File: config.mk
export PLATFORM = sky130hd
export DESIGN_NAME = acl_spi_sched
export DESIGN_NICKNAME = d
export VERILOG_FILES = /design/src/rtl/acl_spi_sched.sv
export SDC_FILE = /design/constraint.sdc
export NUM_CORES = 1
export LEC_CHECK = 0
export CORE_ASPECT_RATIO = 0.6
export CORE_MARGIN = 1.5
export CORE_UTILIZATION = 46
export CTS_CLUSTER_SIZE = 25
export DETAILED_ROUTE_END_ITERATION = 7
export GPL_TIMING_DRIVEN = 0
export PLACE_DENSITY = 0.77
export RECOVER_POWER = 50
export SYNTH_ARGS = -nofsm -noshare
export SYNTH_HDL_FRONTEND = slang
export SYNTH_SLANG_ARGS = --single-unit
File: constraint.sdc
create_clock -name clk_8mhz -period 2.3 [get_ports clk_8mhz]
set_clock_uncertainty 0.1 [all_clocks]
set_input_delay 0.23 -clock clk_8mhz [delete_from_list [all_inputs] [get_ports clk_8mhz]]
set_output_delay 0.23 -clock clk_8mhz [all_outputs]
set_load 0.05 [all_outputs]
File: src/rtl/acl_spi_sched.sv
// acl_spi_sched: owns the ADXL362 SPI pins and shares them between two requesters.
// Each grant runs one register transaction: CMD, ADDR, then 1..MAX_LEN DATA bytes.
// SPI mode 0, MSB first.
//
// Ports
//   clk_8mhz, rst           clock; asynchronous active-high reset
//   req_valid/req_ready     per-requester handshake; ready is combinational, one IDLE cycle
//   req_wr/addr/wdata/len   per-requester fields, captured on the grant edge
//   busy                    high from grant until the end of the inter-transaction gap
//   rd_valid/data/id/last   one strobe per received read byte
//   done                    one-cycle pulse on the first gap cycle
//   miso/mosi/sclk/csn      SPI pins
module acl_spi_sched #(
    parameter int unsigned TICK    = 8,
    parameter int unsigned MAX_LEN = 6
) (
    input  logic        clk_8mhz,
    input  logic        rst,
    input  logic [1:0]  req_valid,
    output logic [1:0]  req_ready,
    input  logic [1:0]  req_wr,
    input  logic [15:0] req_addr,
    input  logic [15:0] req_wdata,
    input  logic [5:0]  req_len,
    output logic        busy,
    output logic        rd_valid,
    output logic [7:0]  rd_data,
    output logic        rd_id,
    output logic        rd_last,
    output logic        done,
    input  logic        miso,
    output logic        mosi,
    output logic        sclk,
    output logic        csn
);

    localparam int unsigned   TW       = $clog2(TICK);
    localparam logic [TW-1:0] TickLast = TW'(TICK - 1);
    localparam logic [TW-1:0] TickHalf = TW'(TICK / 2);
    localparam logic [2:0]    MaxLen   = 3'(MAX_LEN);

    typedef enum logic [2:0] {
        StIdle, StCsSetup, StCmd, StAddr, StData, StCsHold, StGap
    } state_e;

    state_e        state_q, state_d;
    logic [TW-1:0] tick_q, tick_d;
    logic [2:0]    bit_q, bit_d;
    logic [2:0]    left_q, left_d;   // DATA bytes remaining, including the current one
    logic          id_q, id_d;
    logic          last_q, last_d;   // requester granted most recently
    logic          wr_q, wr_d;
    logic [7:0]    addr_q, addr_d;
    logic [7:0]    wdata_q, wdata_d;
    logic [7:0]    rx_q, rx_d;

    logic          csn_q, csn_d, sclk_q, sclk_d, mosi_q, mosi_d, busy_q, busy_d;
    logic          rd_valid_q, rd_valid_d, rd_last_q, rd_last_d, done_q, done_d;
    logic [7:0]    rd_data_q, rd_data_d;

    logic          grant, gnt_id, shifting, tick_end, byte_end, sending;
    logic [2:0]    len_sel, n_sel;
    logic [7:0]    tx_byte;

    // Arbitration: a tie goes to the requester that was not granted last.
    always_comb begin
        gnt_id    = (req_valid == 2'b11) ? ~last_q : req_valid[1];
        grant     = (state_q == StIdle) && (req_valid != 2'b00) && !rst;
        req_ready = grant ? (gnt_id ? 2'b10 : 2'b01) : 2'b00;
    end

    always_comb begin
        state_d    = state_q;
        tick_d     = tick_q;
        bit_d      = bit_q;
        left_d     = left_q;
        id_d       = id_q;
        last_d     = last_q;
        wr_d       = wr_q;
        addr_d     = addr_q;
        wdata_d    = wdata_q;
        rx_d       = rx_q;
        rd_valid_d = 1'b0;
        rd_last_d  = 1'b0;
        rd_data_d  = rd_data_q;
        len_sel    = gnt_id ? req_len[5:3] : req_len[2:0];
        n_sel      = len_sel;

        shifting = (state_q == StCmd) || (state_q == StAddr) || (state_q == StData);
        tick_end = (tick_q == TickLast);
        byte_end = shifting && tick_end && (bit_q == 3'd7);

        if (state_q != StIdle) begin
            tick_d = tick_end ? '0 : tick_q + 1'b1;
        end
        if (shifting && tick_end) begin
            bit_d = bit_q + 3'd1;
        end
        if (shifting && (tick_q == TickHalf)) begin
            rx_d = {rx_q[6:0], miso};
            // The 8th sample completes a byte; it appears on the outputs next cycle.
            if ((state_q == StData) && !wr_q && (bit_q == 3'd7)) begin
                rd_valid_d = 1'b1;
                rd_data_d  = {rx_q[6:0], miso};
                rd_last_d  = (left_q == 3'd1);
            end
        end

        if (req_wr[gnt_id] || (len_sel == 3'd0)) begin
            n_sel = 3'd1;
        end else if (len_sel > MaxLen) begin
            n_sel = MaxLen;
        end

        unique case (state_q)
            StIdle: begin
                if (grant) begin
                    state_d = StCsSetup;
                    tick_d  = '0;
                    bit_d   = 3'd0;
                    id_d    = gnt_id;
                    last_d  = gnt_id;
                    wr_d    = req_wr[gnt_id];
                    addr_d  = gnt_id ? req_addr[15:8] : req_addr[7:0];
                    wdata_d = gnt_id ? req_wdata[15:8] : req_wdata[7:0];
                    left_d  = n_sel;
                end
            end
            StCsSetup: if (tick_end) state_d = StCmd;
            StCmd:     if (byte_end) state_d = StAddr;
            StAddr:    if (byte_end) state_d = StData;
            StData: begin
                if (byte_end) begin
                    if (left_q == 3'd1) state_d = StCsHold;
                    else                left_d  = left_q - 3'd1;
                end
            end
            StCsHold:  if (tick_end) state_d = StGap;
            StGap:     if (tick_end) state_d = StIdle;
            default:   state_d = StIdle;
        endcase

        // Pin outputs are decoded from the next state so the registered pins line up
        // with the bit phase of the state they belong to.
        sending = (state_d == StCmd) || (state_d == StAddr) || (state_d == StData);
        unique case (state_d)
            StCmd:   tx_byte = wr_d ? 8'h0A : 8'h0B;
            StAddr:  tx_byte = addr_d;
            StData:  tx_byte = wr_d ? wdata_d : 8'h00;
            default: tx_byte = 8'h00;
        endcase
        mosi_d = sending && tx_byte[~bit_d];
        sclk_d = sending && (tick_d >= TickHalf);
        csn_d  = (state_d == StIdle) || (state_d == StGap);
        busy_d = (state_d != StIdle);
        done_d = (state_d == StGap) && (state_q != StGap);
    end

    always_ff @(posedge clk_8mhz or posedge rst) begin
        if (rst) begin
            state_q    <= StIdle;
            tick_q     <= '0;
            bit_q      <= 3'd0;
            left_q     <= 3'd0;
            id_q       <= 1'b0;
            last_q     <= 1'b1;
            wr_q       <= 1'b0;
            addr_q     <= 8'h00;
            wdata_q    <= 8'h00;
            rx_q       <= 8'h00;
            csn_q      <= 1'b1;
            sclk_q     <= 1'b0;
            mosi_q     <= 1'b0;
            busy_q     <= 1'b0;
            rd_valid_q <= 1'b0;
            rd_last_q  <= 1'b0;
            rd_data_q  <= 8'h00;
            done_q     <= 1'b0;
        end else begin
            state_q    <= state_d;
            tick_q     <= tick_d;
            bit_q      <= bit_d;
            left_q     <= left_d;
            id_q       <= id_d;
            last_q     <= last_d;
            wr_q       <= wr_d;
            addr_q     <= addr_d;
            wdata_q    <= wdata_d;
            rx_q       <= rx_d;
            csn_q      <= csn_d;
            sclk_q     <= sclk_d;
            mosi_q     <= mosi_d;
            busy_q     <= busy_d;
            rd_valid_q <= rd_valid_d;
            rd_last_q  <= rd_last_d;
            rd_data_q  <= rd_data_d;
            done_q     <= done_d;
        end
    end

    assign csn      = csn_q;
    assign sclk     = sclk_q;
    assign mosi     = mosi_q;
    assign busy     = busy_q;
    assign rd_valid = rd_valid_q;
    assign rd_data  = rd_data_q;
    assign rd_id    = id_q;
    assign rd_last  = rd_last_q;
    assign done     = done_q;

endmodule

# ---- After elaboration in Yosys (flattened, before gate mapping)
# Cells that the tools add are included.
dict set report word_totals {
  elab_cells 119
  output_inout_bits 18
  regBits 53
  input_bits 45
}
dict set report classes {
  n_mux 45
  bitwise 2
  n_lt_le_gt_ge 4
  n_eq_ne 19
  reduce_logical 28
  addsub 3
}
# operator n
set ops {}
lappend ops {{two-way mux 3 bit} 21}
lappend ops {{two-way mux 8 bit} 7}
lappend ops {{equality test 3 bit (second input constant)} 8}
lappend ops {{one-hot mux 8 bit (3 select lines)} 1}
lappend ops {{one-hot mux 3 bit (7 select lines)} 1}
lappend ops {{equality test 3 x 2 -> 1 bit (second input constant)} 4}
lappend ops {{two-way mux 1 bit} 11}
lappend ops {{logical AND 1 bit} 10}
lappend ops {{zero test 3 bit} 3}
lappend ops {{adder 3 x 1 -> 3 bit (second input constant)} 2}
lappend ops {{equality test 3 x 1 -> 1 bit (second input constant)} 2}
lappend ops {{logical OR 1 bit} 6}
lappend ops {{inequality test 2 bit (second input constant)} 3}
lappend ops {{one-hot mux 3 bit (2 select lines)} 1}
lappend ops {{nonzero test 3 bit} 2}
lappend ops {{less-than comparator 3 x 4 -> 1 bit (second input constant)} 1}
lappend ops {{two-way mux 2 bit} 2}
lappend ops {{AND reduction 2 bit} 2}
lappend ops {{AND reduction 4 bit} 1}
lappend ops {{nonzero test 2 bit} 2}
lappend ops {{binary-select mux 1 bit (select 3 bit)} 1}
lappend ops {{greater-or-equal comparator 3 bit (second input constant)} 1}
lappend ops {{greater-than comparator 3 bit (second input constant)} 1}
lappend ops {{inequality test 3 bit (second input constant)} 1}
lappend ops {{6 further kinds} 7}

# ---- Longest topological paths before layout
# Gate-level depths: netlist of run 1.
dict set report logic_depth {
  word_depth 12
  ltp_mapped 11
  ltp_nobuf 9
}

# ---- Worst setup path after synthesis of run 1
# OpenSTA, ideal clock, no wires.
dict set report synth_path {
  kind {reg2out}
  start {register state_q[2]}
  end {output port req_ready[0]}
  slack_ns -0.196
  path_buffers 3
  required_time_ns 1.970
  t_arrival_ns 2.166
  stages_incl_launch_ff 7
  path_cell_list {dfrtp_1 > or3_1 > buf_6 > or2_4 > buf_6 > clkbuf_1 > nor2_1}
}
dict set report synth_via {
  elab_chain_len 4
}
# element line
set synth_rtl {}
lappend synth_rtl {{start, declared} 46} ;# state_e state_q, state_d;
lappend synth_rtl {{start signal, assigned} 161} ;# state_q <= StIdle;
lappend synth_rtl {{start signal, assigned} 180} ;# state_q <= state_d;
lappend synth_rtl {{zero test 3 bit} 68} ;# grant = (state_q == StIdle) && (req_valid != 2'b00) && !rst;
lappend synth_rtl {{logical AND 1 bit (2 in a row)} 68}
lappend synth_rtl {{two-way mux 2 bit} 69} ;# req_ready = grant ? (gnt_id ? 2'b10 : 2'b01) : 2'b00;
lappend synth_rtl {{end, declared} 20} ;# output logic [1:0] req_ready,
# No other way between the ends.

# ---- Final worst setup path of run 1
dict set report layout_path {
  start {register tick_q[0]}
  end {register mosi_q, in the netlist mosi}
}
dict set report layout_via {
  elab_chain_len 10
  elab_cells_between_ends 23
  classes_between {4 x eq/ne; 13 x mux; 1 x bitwise; 5 x reduce/logical}
}
# element line
set layout_rtl {}
lappend layout_rtl {{start, declared} 47} ;# logic [TW-1:0] tick_q, tick_d;
lappend layout_rtl {{start signal, assigned} 181} ;# tick_q <= tick_d;
lappend layout_rtl {{equality test 3 bit (*)} 90} ;# tick_end = (tick_q == TickLast);
lappend layout_rtl {{logical AND 1 bit} {91, 96}}
lappend layout_rtl {{logical AND 1 bit} 91} ;# byte_end = shifting && tick_end && (bit_q == 3'd7);
lappend layout_rtl {{two-way mux 3 bit, on equally long branches} {133, 130, 131}}
lappend layout_rtl {{one-hot mux 3 bit (7 select lines)} 115} ;# unique case (state_q)
lappend layout_rtl {{equality test 3 bit or equality test 3 x 2 -> 1 bit (tied branches)} {145, 146}}
lappend layout_rtl {{one-hot mux 8 bit (3 select lines)} 146} ;# unique case (state_d)
lappend layout_rtl {{binary-select mux 1 bit (select 3 bit)} 152} ;# mosi_d = sending && tx_byte[~bit_d];
lappend layout_rtl {{two-way mux 1 bit (implied by the code)} 152}
lappend layout_rtl {{logical AND 1 bit (*)} 152}
lappend layout_rtl {{named net mosi_d} 57} ;# logic csn_q, csn_d, sclk_q, sclk_d, mosi_q, mosi_d, busy_q, busy_d;
lappend layout_rtl {{end signal, assigned} 192} ;# mosi_q <= mosi_d;
lappend layout_rtl {{end, declared} 57}
# Mark *: on every way through the listed nets, which the timed path passes. The rest lies on a longest branch. The select of a mux whose other input is x is not followed.
# A chain may end at the register's enable or synchronous reset.

==> results of run 1 <==
metal layers:
metal	part of all wire (%)	track usage, %	up-vias
li1	-	-	1142
met1	47	33.7	1221
met2	44	36.1	105
met3	6.8	5.00	15
met4	2.0	7.19	0
met5	0	0	-
worst register-to-register path, cell delays in order, from the launching register on:
cell                        delay (ps)
sky130_fd_sc_hd__dfrtp_1           420
sky130_fd_sc_hd__ha_2              200
sky130_fd_sc_hd__ha_4              180
sky130_fd_sc_hd__bufbuf_16         270
sky130_fd_sc_hd__nand3b_1          140
sky130_fd_sc_hd__a21oi_4           100
sky130_fd_sc_hd__nor4_4            200
sky130_fd_sc_hd__buf_4             210
sky130_fd_sc_hd__nand4_1           150
sky130_fd_sc_hd__a21oi_2           180
sky130_fd_sc_hd__a21boi_2           80
sky130_fd_sc_hd__a211oi_2          200
synth_stat cells (all sizes together), types with 2 or more instances:
master / n / area (um2)
mux2: 27 / 304
nand2: 17 / 63.8
a211oi: 4 / 47.5
nand3b: 3 / 22.5
nor3: 4 / 20.0
nor4: 2 / 18.8
dfrtp: 51 / 1280
and2b: 2 / 15.0
nor2: 12 / 45.0
a221oi: 2 / 17.5
mux2i: 16 / 160
and2: 3 / 18.8
or3b: 2 / 17.5
o21bai: 3 / 22.5
inv: 17 / 63.8
buf: 11 / 75.1
a21oi: 11 / 66.3
ha: 7 / 87.6
a31oi: 2 / 12.5
nand2b: 4 / 27.5
a21boi: 2 / 18.8
o21ai: 18 / 105
dfstp: 2 / 52.6
a21o: 2 / 15.0
clkbuf: 2 / 7.51
o211ai: 5 / 37.5
or2: 2 / 15.0
nand4: 3 / 18.8
a22o: 4 / 35.0
power by group through the flow:
stage	registers, W	logic, W	clock network, W
after floorplan	0.00142	0.00111	0
after global placement	0.00136	0.00154	0
after detailed placement	0.00137	0.00160	0
after CTS	0.00134	0.00202	0.000657
after global routing	0.00138	0.00228	0.000700
final	0.00135	0.00215	0.000659
cell usage in the layout (no fill, tap or decap), types with 6 or more instances in the layout:
master / count
sky130_fd_sc_hd__buf_6: 8
sky130_fd_sc_hd__inv_1: 16
sky130_fd_sc_hd__o21ai_0: 13
sky130_fd_sc_hd__clkbuf_8: 6
sky130_fd_sc_hd__nand2_1: 17
sky130_fd_sc_hd__mux2i_1: 16
sky130_fd_sc_hd__dfrtp_1: 50
sky130_fd_sc_hd__clkdlybuf4s50_1: 58
sky130_fd_sc_hd__nor2_1: 10
sky130_fd_sc_hd__buf_4: 28
sky130_fd_sc_hd__mux2_2: 24
cell families (layout without fill, tap and decap cells):
kind of cell	after synthesis	count (layout)	synth area share [%]
compound gates	63	63	16.3
simple gates	63	63	12.5
flops	53	53	46.5
mux	43	43	16.2
buf+inv	30	131	5.12
fa+ha+maj	8	8	3.41
layout make-up:
| class | count | area, um2 | area share, % |
|---|---|---|---|
| plain buffers | 11 | 138 | 3.25 |
| clock buffers | 5 | 68.8 | 1.62 |
| clock inverters | 3 | 46.3 | 1.09 |
| inverters | 17 | 63.8 | 1.50 |
| multi-input cells | 177 | 1590 | 37.5 |
| flip-flops and latches | 53 | 1330 | 31.4 |
| well taps | 84 | 105 | 2.48 |
| repair buffers | 95 | 900 | 21.2 |
per-stage QoR:
step	utilization, %	setup TNS (ps)
final	70.0	-199
after global routing	70.0	-489
after CTS	68.3	-131
after detailed placement	59.9	-6640
after global placement	59.6	-19710
after floorplan	-	0
state kept, by name (all words and copies together), names as in the netlist, 3 cells and up:
| register | cells |
|---|---|
| addr_q | 8 |
| bit_q | 3 |
| left_q | 3 |
| rd_data | 8 |
| rx_q | 7 |
| state_q | 3 |
| tick_q | 3 |
| wdata_q | 8 |
what timing repair did:
item                                    4_1_cts  5_1_grt
buffers inserted                             20        9
resized for setup                            59       18
endpoints found under the setup margin       14       19
gates cloned                                  2        1
pin swaps                                    22        4
how the worst min path moves through the flow:
stage                           from          to  slack, ps  cells after the start
after detailed placement       rd_id       rd_id        370                      1
after CTS                        rst   left_q[0]        190                      2
after global placement         rd_id       rd_id        360                      1
final                          rd_id       rd_id        390                      1
after floorplan                 miso  rd_data[0]        280                      1
after global routing      wdata_q[2]  wdata_q[2]        430                      1
==> impl_metrics.yaml, run 1 <==
clocking:
  clk-insertion-delay-late_ps: 320
  clock_sink_count: 53
  cts_root_buffer: "sky130_fd_sc_hd__clkbuf_8"
  number_of_cts_inserted_buffers: 5
  cts-hold-fix-buffers: 0
  cts_tree: "built"
  htreeDepth: 2
  clkTransAtPathRegs_ps: 110
  max-clock-path-buffers: 2
synth:
  syn-mean-instance-area_um2: 11.0
  yosys_warnings: 0
  asyncSetResetFlopFracSynth_pct: 100
  netlist_instances: 260
  ys_ff_latch: 53
  synth-main-ff-cell: "sky130_fd_sc_hd__dfrtp_1"
  synth_edf_count: 0
  synth.net_count: 312
  mappedNetlistArea_um2: 2860
  synth-seq-area-share_pct: 46.5
  ys_types: 64
setup_path:
  largest_stage_delay_on_the_critical_path_ps: 420
  setup.worst_path.start: "tick_q[0]"
  critPathCapture: "mosi"
  endpoint_kind: "register"
  timing.reg2reg.setup_slack_ps: -200
  cp.depth: 11
  crit-reg2reg-launch: "tick_q[0]"
  timing.critical_path.buf_inv: 2
  crit_required_ps: 2440
  ff2ff_path_depth: 11
  cp-start-kind: "register"
  worst_ep_arrival_time_ps: 2640
  critical_path.cell_chain: "ha_2 -> ha_4 -> bufbuf_16 -> nand3b_1 -> a21oi_4 -> nor4_4 -> buf_4 -> nand4_1 -> a21oi_2 -> a21boi_2 -> a211oi_2"
  timing.critical_path.slowest_stage_cell: "sky130_fd_sc_hd__dfrtp_1"
  rr_endpoint: "mosi"
  worstPathMaxFanout: 5
  path_delay_family: "compound AO/OA/AOI/OAI gates"
  critical_path_class: "reg2reg"
pwr:
  leakagePower_nw: 1.85
  cellPowerDensity_nw_per_um2: 982
  pwr-share-comb_pct: 51.7
  switching_pwr_w: 0.00160
  seqPwrFrac_pct: 32.5
  post-layout-total-power_w: 0.00416
  power.internal_w: 0.00256
  power.ir.vdd_worst_mv: 0.409
  clock_power_share_pct: 15.8
  power_switching_share_pct: 38.4
timing:
  hold-worst-slack_ps: 390
  timing_max_transition_violations_final: 0
  slew_headroom_pct: 45.3
  final_period_minus_worst_setup_slack_ps: 2500
  final.setup.worst_slack_ps: -199
  max_clock_freq_ghz: 0.400
  rsz0062_at_grt: "yes"
  timing.final.setup_violations: 1
  slew_at_the_pin_closest_to_its_max_slew_limit_ps: 819
  final_hold_viol_count: 0
  fin_crit_sh_pct: 109
outcome:
  violations: "negative setup slack"
  outcome: "complete, but fails checks"
detailed_routing:
  wirelength_um: 7780
  detail_route.vias_per_cell: 5.58
  pre_repair_dr_iteration_count: 4
  detail_route.drc_violations: 0
  route.vias.total: 2483
  antenna_left: 0
  wire_per_inst_um: 17.5
  first_iter_violations: 159
global_routing:
  grt_max_degree: 32
  grt_pass1_wl_um: 12300
  gr-usage-all-layers_pct: 23.6
  via_count_of_the_first_global_routing_pass: 2504
  grt_overflow_total: 0
  antenna_found_initial: 0
placement:
  globalplace.congestion: 0.863
  placedInstanceArea_um2: 3630
  dp_cell_count: 407
  setup_slack_at_placement_ps: -1250
  placement.io_buffers: 62
  dp_hpwl_um: 4830
layout:
  instances_no_fill: 445
  area_growth_synth_to_finish_pct: 48.3
  drive_gt1_share_pct: 33.5
  final_nets: 412
  layout_cell_area_excl_fill_um2: 4240
  antenna_cells: 0
  fill_cells: 423
floorplanning:
  die_height_um: 64.1
  floorplan.initialDensity_pct: 47.2
  fp.dieArea_um2: 6710
  design.core.area_um2: 6060
  floorplan.die.width_um: 105
  ios: 63
  fp-row-count: 22
hold_path:
  timing.hold.worst.class: "reg2reg"
job:
  drv.max_cap_violation_count: 0
Note: power is estimated with default switching activity, not from simulation.
==> run 2, diff against run 1 <==
Settings changed: CORE_UTILIZATION 46 to 51, PLACE_DENSITY 0.77 to 0.8.
Clock period 2.3 ns to 2.67 ns, I/O delays scaled along.
==> run 2 against run 1 <==
  * The flow now finishes without violations
  * Total power fell by 26%
  * Sequential cell count did not move
  * Sequential share of layout area rose by 3.7 points
  * Sequential power fell by 13%
  * Critical path depth fell by 4
  * Clock-buffer cell count rose by 1
  * Wire length fell by 14%
  * Clock power fell by 32%
  * Non-clock buffer count fell by 26
  * Via count fell by 8.8%
  * Setup slack improved by 290 ps
  * Register-to-register slack improved by 340 ps
  * Critical endpoint is now req_ready[0]
  * Largest power group unchanged
==> impl_metrics.yaml, run 2 (synthesis results as in run 1) <==
detailed_routing:
  wire_per_inst_um: 16.6
  detail_route.drc_violations: 0
  antenna_left: 0
  pre_repair_dr_iteration_count: 4
  wirelength_um: 6670
  route.vias.total: 2265
  detail_route.vias_per_cell: 5.65
  first_iter_violations: 131
timing:
  fin_crit_sh_pct: 96.4
  max_clock_freq_ghz: 0.388
  slew_at_the_pin_closest_to_its_max_slew_limit_ps: 1080
  slew_headroom_pct: 28.1
  timing_max_transition_violations_final: 0
  final.setup.worst_slack_ps: 95.7
  timing.final.setup_violations: 0
  finalSetupTns_ps: 0
  final_period_minus_worst_setup_slack_ps: 2570
  final_hold_viol_count: 0
layout:
  layout_cell_area_excl_fill_um2: 3790
  final_cell_mix: "sky130_fd_sc_hd__clkdlybuf4s50_1 (59), sky130_fd_sc_hd__dfrtp_1 (50), sky130_fd_sc_hd__mux2_2 (25)"
  seqCellArea_um2: 1330
  antenna_cells: 0
  multi_input_area_um2: 1470
  final_common_cell: "sky130_fd_sc_hd__clkdlybuf4s50_1"
  area_growth_synth_to_finish_pct: 32.6
  fill_cells: 369
  final_nets: 386
  drive_gt1_share_pct: 23.9
pwr:
  leakagePower_nw: 1.64
  cellPowerDensity_nw_per_um2: 813
  power.ir.vdd_worst_mv: 0.518
setup_path:
  crit-reg2reg-launch: "state_q[2]"
  cp-start-kind: "register"
  critical_path_class: "reg2out"
  crit_required_ps: 2300
  worstPathMaxFanout: 10
  timing.reg2reg.setup_slack_ps: 140
  rr_endpoint: "mosi"
  setup.worst_path.start: "state_q[2]"
  worst_ep_arrival_time_ps: 2210
  ff2ff_path_depth: 9
  endpoint_kind: "output pin"
placement:
  placement.io_buffers: 62
  globalplace.congestion: 0.868
  dp_hpwl_um: 4910
  setup_slack_at_placement_ps: -915
  placedInstanceArea_um2: 3580
clocking:
  cts-hold-fix-buffers: 0
  clkTransAtPathRegs_ps: 90
  max-clock-path-buffers: 2
  cts_root_buffer: "sky130_fd_sc_hd__clkbuf_8"
  htreeDepth: 2
  clk-insertion-delay-late_ps: 310
  number_of_cts_inserted_buffers: 5
  clock_sink_count: 53
  cts_tree: "built"
global_routing:
  antenna_found_initial: 0
  grt_max_degree: 45
  gr-usage-all-layers_pct: 22.7
  via_count_of_the_first_global_routing_pass: 2115
  grt_overflow_total: 0
  grt_pass1_wl_um: 10500
floorplanning:
  design.core.area_um2: 5230
  ios: 63
  die_height_um: 61.0
  floorplan.initialDensity_pct: 54.7
  fp.dieArea_um2: 6080
  floorplan.die.width_um: 99.7
  fp-row-count: 20
outcome:
  outcome: "completed"
job:
  drv.max_cap_violation_count: 0
hold_path:
  timing.hold.worst.class: "in2async"
[run 2: stage by stage]
step,instances,utilization [%],hold WS [ps],power [W]
global route,401,72.5,339,0.00331
finish,401,72.5,288,0.00308
global placement,388,68.1,359,0.00248
detailed placement,389,68.5,366,0.00252
CTS,397,70.8,130,0.00301
floorplan,260,-,319,0.00215
[run 2: how the worst max path moves through the flow]
stage                         to  slack [ps]  cells past startpoint
CTS                 req_ready[0]          40                      7
detailed placement  req_ready[1]        -920                      6
global route                mosi         -20                      9
global placement    req_ready[1]        -880                      6
finish              req_ready[0]         100                      7
floorplan           req_ready[0]         140                      6
[run 2: layout make-up]
type	count	area share, %
inverter	17	1.68
timing repair buffer	69	17.7
clock inverter	2	0.396
sequential	53	35.1
buffer	11	2.24
tap	66	2.18
clock buffer	6	1.91
multi-input combinational	177	38.8
[run 2: per-layer routing]
layer / GRT usage, % / up-vias / share of wire [%]
li1: - / 1090 / -
met2: 33.8 / 90 / 42
met3: 4.72 / 4 / 7.9
met5: 0 / - / 0
met4: 3.62 / 0 / 0.57
met1: 35.0 / 1081 / 50
[run 2: worst max-delay path, stage by stage, from the launching register on]
cell,delay [ps]
sky130_fd_sc_hd__dfrtp_2,450
sky130_fd_sc_hd__or3_1,390
sky130_fd_sc_hd__buf_6,150
sky130_fd_sc_hd__or2_4,270
sky130_fd_sc_hd__buf_6,150
sky130_fd_sc_hd__clkbuf_2,180
sky130_fd_sc_hd__nor2_2,150
sky130_fd_sc_hd__buf_6,170
[run 2: report_power, final]
part	internal, W	total (W)	switching (W)
combinational	0.000672	0.00147	0.000799
sequential	0.00103	0.00117	0.000135
clock	0.000185	0.000445	0.000260
[run 2: repair_timing]
item / CTS / global route
resized for setup: 20 / 16
buffers inserted: 2 / 4
endpoints found under the setup margin: 3 / 4
pin swaps: 1 / 2
==> run 3, diff against run 2 <==
Settings changed: PLACE_DENSITY 0.8 to 0.88, RECOVER_POWER 50 to default.
==> run 3 against run 2 <==
  * Hold slack got worse by 51 ps
  * First-iteration DRC count decreased by 11%
  * Core utilization increased by 0.33 points
  * Highest routed layer unchanged
  * Setup slack improved by 47 ps
==> impl_metrics.yaml, run 3 (synthesis results as in run 1) <==
layout:
  antenna_cells: 0
  fill_cells: 368
  area_growth_synth_to_finish_pct: 33.2
  drive_gt1_share_pct: 24.0
  layout_cell_area_excl_fill_um2: 3810
  finish.utilization_pct: 72.8
  final_nets: 385
  final_common_cell: "sky130_fd_sc_hd__clkdlybuf4s50_1"
  seqCellArea_um2: 1330
  multi_input_area_um2: 1470
  final_cell_mix: "sky130_fd_sc_hd__clkdlybuf4s50_1 (60), sky130_fd_sc_hd__dfrtp_1 (50), sky130_fd_sc_hd__mux2_2 (25)"
setup_path:
  crit-reg2reg-launch: "tick_q[0]"
  setup.worst_path.start: "tick_q[0]"
  timing.reg2reg.setup_slack_ps: 140
  worstPathMaxFanout: 10
  cp.depth: 11
  crit_required_ps: 2800
  ff2ff_path_depth: 11
  endpoint_kind: "register"
  critical_path.cell_chain: "ha_1 -> ha_2 -> buf_6 -> nand3b_1 -> a21oi_2 -> nor4_4 -> buf_4 -> nand4_1 -> a21oi_2 -> a21boi_1 -> a211oi_2"
  rr_endpoint: "mosi"
  worst_ep_arrival_time_ps: 2660
  timing.critical_path.buf_inv: 2
  critical_path_class: "reg2reg"
  critPathCapture: "mosi"
  cp-start-kind: "register"
  timing.critical_path.mode_cell: "sky130_fd_sc_hd__a21oi_2"
  largest_stage_delay_on_the_critical_path_ps: 420
  path_delay_family: "simple AND/OR/NAND/NOR gates"
  timing.critical_path.slowest_stage_cell: "sky130_fd_sc_hd__dfrtp_1"
floorplanning:
  ios: 63
  fp.dieArea_um2: 6080
  floorplan.die.width_um: 99.7
  design.core.area_um2: 5230
  floorplan.initialDensity_pct: 54.7
  die_height_um: 61.0
  fp-row-count: 20
timing:
  finalSetupTns_ps: 0
  final_period_minus_worst_setup_slack_ps: 2530
  timing_max_transition_violations_final: 0
  slew_headroom_pct: 51.5
  fin_crit_sh_pct: 94.6
  final_hold_viol_count: 0
  timing.final.setup_violations: 0
  max_clock_freq_ghz: 0.396
  slew_at_the_pin_closest_to_its_max_slew_limit_ps: 728
detailed_routing:
  wirelength_um: 6710
  pre_repair_dr_iteration_count: 4
  first_iter_violations: 117
  wire_per_inst_um: 16.8
  detail_route.vias_per_cell: 5.80
  route.vias.total: 2319
  antenna_left: 0
  detail_route.drc_violations: 0
global_routing:
  grt_overflow_total: 0
  antenna_found_initial: 0
  via_count_of_the_first_global_routing_pass: 2299
  grt_pass1_wl_um: 10700
  gr-usage-all-layers_pct: 23.0
  grt_max_degree: 32
job:
  drv.max_cap_violation_count: 0
clocking:
  htreeDepth: 2
  clock_sink_count: 53
  clkTransAtPathRegs_ps: 100
  cts_tree: "built"
  clk-insertion-delay-late_ps: 300
  number_of_cts_inserted_buffers: 5
  cts-hold-fix-buffers: 0
  max-clock-path-buffers: 2
  cts_root_buffer: "sky130_fd_sc_hd__clkbuf_8"
hold_path:
  timing.hold.worst.class: "in2async"
placement:
  dp_hpwl_um: 5080
  placement.io_buffers: 62
  globalplace.congestion: 0.876
  placedInstanceArea_um2: 3580
pwr:
  leakagePower_nw: 1.64
  cellPowerDensity_nw_per_um2: 823
  power.ir.vdd_worst_mv: 0.384
outcome:
  outcome: "completed"
[run 3: through the flow]
step,setup slack (ps),std cells,hold slack (ps),power [W]
final,143,400,238,0.00313
after global routing,-17.2,400,276,0.00333
after CTS,4.28,397,247,0.00304
after detailed placement,-919,389,367,0.00255
after global placement,-896,388,360,0.00246
after floorplan,137,260,319,0.00215
[run 3: power by group]
part	internal, W	total (W)	switching (W)	leakage (nW)
combinational	0.000685	0.00150	0.000819	0.933
sequential	0.00103	0.00118	0.000145	0.672
clock	0.000184	0.000454	0.000270	0.0364
total	0.00190	0.00313	0.00123	1.64
[run 3: worst min-delay path by stage]
| stage | from | end | slack (ps) | cells after the start |
|---|---|---|---|---|
| 2_1_floorplan | miso | rd_data[0] | 320 | 1 |
| 3_3_place_gp | rd_id | rd_id | 360 | 1 |
| 3_5_place_dp | rd_id | rd_id | 370 | 1 |
| 4_1_cts | rst | left_q[0] | 250 | 2 |
| 5_1_grt | rst | rd_data[5] | 280 | 2 |
| 6_report | rst | left_q[0] | 240 | 2 |
[run 3: layout make-up]
type | instances | area share, %
repair buffers | 68 | 17.8
flip-flops and latches | 53 | 34.9
clock buffers | 5 | 1.81
well taps | 66 | 2.17
clock inverters | 3 | 0.592
multi-input cells | 177 | 38.6
plain buffers | 11 | 2.40
inverters | 17 | 1.68
[run 3: what timing repair did]
action,4_1_cts,5_1_grt
buffers inserted,2,3
resized for setup,19,20
pin swaps,1,3
endpoints found under the setup margin,3,4
endpoints found under the hold margin,0,0
[run 3: per-layer routing]
| metal | GRT usage, % | vias up | wire length, um |
|---|---|---|---|
| met5 | 0 | - | 0 |
| met4 | 5.63 | 0 | 57 |
| met3 | 6.11 | 9 | 581 |
| met2 | 37.3 | 110 | 2980 |
| met1 | 31.4 | 1115 | 3080 |
| li1 | - | 1085 | - |
